<file path="config.mk">
export PLATFORM = sky130hd
export DESIGN_NAME = spike_rate_counter
export DESIGN_NICKNAME = d
export VERILOG_FILES = /design/src/rtl/spike_rate_counter.sv
export SDC_FILE = /design/constraint.sdc
export NUM_CORES = 1
export LEC_CHECK = 0
export ABC_CLOCK_PERIOD_IN_PS = 2750
export CORE_AREA = 5 5 75 64
export CTS_BUF_LIST = sky130_fd_sc_hd__clkbuf_4 sky130_fd_sc_hd__clkbuf_8
export CTS_CLUSTER_SIZE = 30
export DETAILED_ROUTE_END_ITERATION = 12
export DIE_AREA = 0 0 80 69
export GPL_TIMING_DRIVEN = 0
export PLACE_DENSITY = 0.65
export RECOVER_POWER = 25
export SYNTH_ARGS = -nofsm -noshare
export SYNTH_HDL_FRONTEND = slang
export SYNTH_SLANG_ARGS = --single-unit
</file>
<file path="constraint.sdc">
create_clock -name i_clk -period 2.75 [get_ports i_clk]
set_input_delay 0.825 -clock i_clk [delete_from_list [all_inputs] [get_ports i_clk]]
set_output_delay 0.825 -clock i_clk [all_outputs]
set_load 0.03 [all_outputs]
</file>
<file path="src/rtl/spike_rate_counter.sv">
// Spike event counter: edge detect with refractory lockout, fixed-length counting windows,
// valid/ready result hand-off. Define SPIKE_ISI_EN to add minimum inter-spike-interval output.
module spike_rate_counter #(
    parameter int unsigned WIN_LEN = 1000,
    parameter int unsigned CNT_W   = 8,
    parameter int unsigned REFRACT = 4,
    parameter int unsigned ISI_W   = 16
) (
    input  logic             i_clk,
    input  logic             i_rst_n,
    input  logic             i_spike,
    input  logic             i_clear,
    output logic [CNT_W-1:0] o_count,
    output logic             o_count_valid,
    input  logic             i_count_ready,
    output logic             o_overrun
`ifdef SPIKE_ISI_EN
    ,
    output logic [ISI_W-1:0] o_isi_min
`endif
);

    localparam int unsigned WinW = (WIN_LEN > 1) ? $clog2(WIN_LEN) : 1;
    localparam int unsigned RefW = (REFRACT > 0) ? $clog2(REFRACT + 1) : 1;
    localparam logic [CNT_W-1:0] CntMax  = '1;
    localparam logic [WinW-1:0]  WinLast = WinW'(WIN_LEN - 1);
    localparam logic [RefW-1:0]  RefLoad = RefW'(REFRACT);

    typedef enum logic {StEmpty, StFull} state_e;

    state_e           r_state, w_state_nxt;
    logic             r_spike_d;
    logic [RefW-1:0]  r_refr;
    logic [WinW-1:0]  r_win;
    logic [CNT_W-1:0] r_acc;
    logic [CNT_W-1:0] r_count;
    logic             r_overrun, w_overrun_nxt;
    logic             w_load;
    logic             w_edge, w_event, w_close;
    logic [CNT_W-1:0] w_result;

    assign w_edge   = i_spike & ~r_spike_d;
    // clear suppresses any edge and any window close in its cycle
    assign w_event  = w_edge & (r_refr == '0) & ~i_clear;
    assign w_close  = (r_win == WinLast) & ~i_clear;
    assign w_result = (r_acc == CntMax) ? CntMax : r_acc + CNT_W'(w_event);

    always_ff @(posedge i_clk or negedge i_rst_n) begin
        if (!i_rst_n) begin
            r_spike_d <= 1'b0;
            r_refr    <= '0;
            r_win     <= '0;
            r_acc     <= '0;
        end else begin
            r_spike_d <= i_spike;
            if (i_clear) begin
                r_refr <= '0;
                r_win  <= '0;
                r_acc  <= '0;
            end else begin
                if (w_event) begin
                    r_refr <= RefLoad;
                end else if (r_refr != '0) begin
                    r_refr <= r_refr - 1'b1;
                end
                r_win <= w_close ? '0 : r_win + 1'b1;
                r_acc <= w_close ? '0 : w_result;
            end
        end
    end

    always_comb begin
        w_state_nxt   = r_state;
        w_overrun_nxt = r_overrun;
        w_load        = 1'b0;
        if (i_clear) begin
            w_state_nxt   = StEmpty;
            w_overrun_nxt = 1'b0;
        end else begin
            unique case (r_state)
                StEmpty: begin
                    if (w_close) begin
                        w_load      = 1'b1;
                        w_state_nxt = StFull;
                    end
                end
                StFull: begin
                    if (i_count_ready) begin
                        if (w_close) begin
                            w_load = 1'b1;
                        end else begin
                            w_state_nxt = StEmpty;
                        end
                    end else if (w_close) begin
                        w_overrun_nxt = 1'b1;
                    end
                end
                default: w_state_nxt = StEmpty;
            endcase
        end
    end

    always_ff @(posedge i_clk or negedge i_rst_n) begin
        if (!i_rst_n) begin
            r_state   <= StEmpty;
            r_overrun <= 1'b0;
            r_count   <= '0;
        end else begin
            r_state   <= w_state_nxt;
            r_overrun <= w_overrun_nxt;
            if (w_load) begin
                r_count <= w_result;
            end
        end
    end

    assign o_count       = r_count;
    assign o_count_valid = (r_state == StFull);
    assign o_overrun     = r_overrun;

`ifdef SPIKE_ISI_EN
    localparam logic [ISI_W-1:0] IsiMax = '1;

    logic [ISI_W-1:0] r_isi_cnt, r_min_acc, r_isi_min, w_min_new;
    logic             r_seen;

    // min including an event in this very cycle, so a close-cycle event is not lost
    always_comb begin
        w_min_new = r_min_acc;
        if (w_event && r_seen && (r_isi_cnt < r_min_acc)) begin
            w_min_new = r_isi_cnt;
        end
    end

    always_ff @(posedge i_clk or negedge i_rst_n) begin
        if (!i_rst_n) begin
            r_isi_cnt <= '0;
            r_min_acc <= IsiMax;
            r_isi_min <= IsiMax;
            r_seen    <= 1'b0;
        end else if (i_clear) begin
            r_isi_cnt <= '0;
            r_min_acc <= IsiMax;
            r_seen    <= 1'b0;
        end else begin
            if (w_event) begin
                r_isi_cnt <= ISI_W'(1);
                r_seen    <= 1'b1;
            end else if (r_isi_cnt != IsiMax) begin
                r_isi_cnt <= r_isi_cnt + 1'b1;
            end
            r_min_acc <= w_close ? IsiMax : w_min_new;
            if (w_load) begin
                r_isi_min <= w_min_new;
            end
        end
    end

    assign o_isi_min = r_isi_min;
`endif

endmodule

</file>
==> impl_metrics.ini <==
[cells_and_area]
stdcell_area_um2 = 1820
seqCellArea_um2 = 801
layout-drive-gt1-share_pct = 13.7
layout.nets = 177
multi_input_area_um2 = 667
nFillCells = 397
layout_common_cells = dfrtp_1, nor2_1, clkdlybuf4s50_1
syn_to_final_growth_pct = 19.9
antenna_cells = 0
layout_commonest_cell = dfrtp_1
postLayoutCoreUtil_pct = 45.6

[floorplanning]
die_y_um = 69
boundaryPins = 15
start_util_pct = 38.0
coreArea_um2 = 3990
die_area_um2 = 5520
num_rows = 21
fp.dieW_um = 80

[timing]
clock_skew_ns = 0.00245
tightest_slew_ns = 1.69
fin_crit_sh_pct = 96.6
hold_viol_final = 0
finalMaxSlewViolations = 33
timing.fmax_mhz = 377
rsz0062_at_grt = false
final.min_clock_period_ns = 2.66
relSlewSlack_pct = -12.4
setup_viol = 0

[clock_network]
htree_levels = 2
path_clk_slew_ns = 0.06
numCtsBuffers = 5
ctsLongestPathBuffers = 2
postCtsSetupBuffers = 0
clock_latency_ns = 0.28
tritoncts = yes
cts_root_buf = clkbuf_8
numClockSinks = 32

[synthesis]
ys_types = 30
synth_enable_flop_cells = 0
synth_top_area_share_pct = 52.7
synthArstFlopShare_pct = 100
syn_avg_cell_area_um2 = 10.3
synth_cells = 147
yosys.area.top_type = dfrtp_1
synth.area.top_cells = dfrtp_1, nor2_1, ha_1
ys_ff_latch = 32
synth-seq-area-share_pct = 52.7
synthesis.area_um2 = 1520
ys.flop_type = dfrtp_1
synth_warnings = 0
synth_fp_nets = 157

[detailed_routing]
dr.pass1.iters = 4
drcViolationCount = 0
wl_um = 2720
viasPerCell = 4.74
drt_iter0_drc = 21
ant_nets = 0
wire_per_inst_um = 12.1
vias = 1066

[run_status]
status = complete, but fails checks
violations = max-capacitance violations, max-slew violations

[power_and_ir_drop]
ir_worst_vdd_uv = 294
leakage_nw = 0.845
power.density_nw_per_um2 = 588

[placement]
hpwl_um = 1950
dpl_cell_area_um2 = 1720
gp_congestion = 0.740
portBuffers = 13

[worst_setup_path]
r2r_start = r_refr[0]$_DFFE_PN0P_
startpoint = i_spike
critPathLaunchType = primary input
required_ns = 2.96
endpoint_kind = flop
cp.arrival_ns = 2.86
critPathKind = primary input to flop
cp_max_fo = 4

[hold_path]
hold_class = flop to flop
hold_start = r_win[0]$_DFF_PN0_

[global_routing]
grt_max_degree = 33
grt_overflow_total = 0
antenna_found_initial = 0
grt_pass1_wl_um = 4760
grt_usage_pct = 11.1
grt_pass1_vias = 1134

[flow_run]
maxCapViolCount = 1
[cell type report]
type	count	share of cell area (%)
well taps	57	3.91
repair buffers	13	6.80
multi-input cells	102	36.6
plain buffers	5	1.72
clock buffers	8	5.36
inverters	8	1.65
flip-flops and latches	32	44.0
[path summary, 6_finish.rpt]
kind | cells past startpoint | slack [ns] | endpoint
setup / recovery | 10 | 0.09 | o_count[6]$_DFFE_PN0P_
hold / removal | 1 | 0.47 | r_win[0]$_DFF_PN0_
setup reg to reg | 11 | 0.34 | o_count[6]$_DFFE_PN0P_
hold reg to reg | 1 | 0.47 | r_win[0]$_DFF_PN0_
min in group asynchronous | 1 | 0.97 | o_count[7]$_DFFE_PN0P_
max in group asynchronous | 1 | 0.80 | r_win[7]$_DFF_PN0_
[per-layer routing]
layer  GRT usage [%]  wire (um)  up-vias
met5               0          0        -
met4            6.19         52        0
met3            3.91        126        5
met2            17.4       1290       22
met1            13.0       1240      515
li1                -          -      524
[registers in the layout, summed over array words and instances (netlist names)]
name and count:
o_overrun 1, r_win 10, o_count_valid 1, o_count 8, r_acc 8, r_refr 3, r_spike_d 1
[what timing repair did]
item | CTS | global route
pin swaps | 0 | 1
hold buffers | 0 | 0
hold endpoints to repair | 0 | 0
gates resized for setup | 1 | 3
setup endpoints to repair | 1 | 3
[cells by family (layout without fill, tap and decap cells)]
group                    count (synthesis)  in the layout  share of synthesized area [%]
flip-flops                              32             32                           52.7
AND/OR/NAND/NOR                         66             66                           21.3
multiplexers                             9              9                           7.25
adder cells (fa/ha/maj)                  5              5                           4.12
buffers and inverters                   13             34                           4.04
AO/OA/AOI/OAI                           11             11                           4.28
XOR/XNOR                                11             11                           6.34
[worst max-delay path, stage by stage]
cell,delay [ns]
clkdlybuf4s50_1,0.47
nor2b_2,0.18
nand2_1,0.08
nor2_2,0.11
ha_2,0.22
ha_2,0.21
inv_1,0.06
or3_1,0.37
and3_1,0.21
mux2i_1,0.13
[per-stage QoR]
step | total power, mW | setup slack (ns) | cells | hold slack, ns | TNS, ns
finish | 1.07 | 0.0945 | 225 | 0.466 | 0
global route | 1.13 | 0.0102 | 225 | 0.492 | 0
floorplan | 0.640 | 0.445 | 147 | 0.433 | 0
detailed placement | 0.690 | -0.333 | 217 | 0.462 | -0.917
CTS | 1.08 | 0.00545 | 225 | 0.471 | 0
global placement | 0.676 | -0.249 | 217 | 0.448 | -0.695
[cell usage after synthesis, types with 3 or more instances]
cell type and number:
nor2_1 26, ha_1 5, inv_1 8, nand2_1 11
mux2i_1 5, nand3_1 7, a21oi_1 6, xor2_1 5
nor2b_1 4, nand4_1 3, mux2_4 4, xnor2_1 6
nand2b_1 3, dfrtp_1 32, nor3_1 3
[power breakdown]
| part | internal, mW | switching (mW) | total, mW |
|---|---|---|---|
| logic | 0.0702 | 0.0921 | 0.162 |
| clock network | 0.224 | 0.168 | 0.391 |
| registers | 0.498 | 0.0189 | 0.517 |
Note: power is estimated with default switching activity, not from simulation.
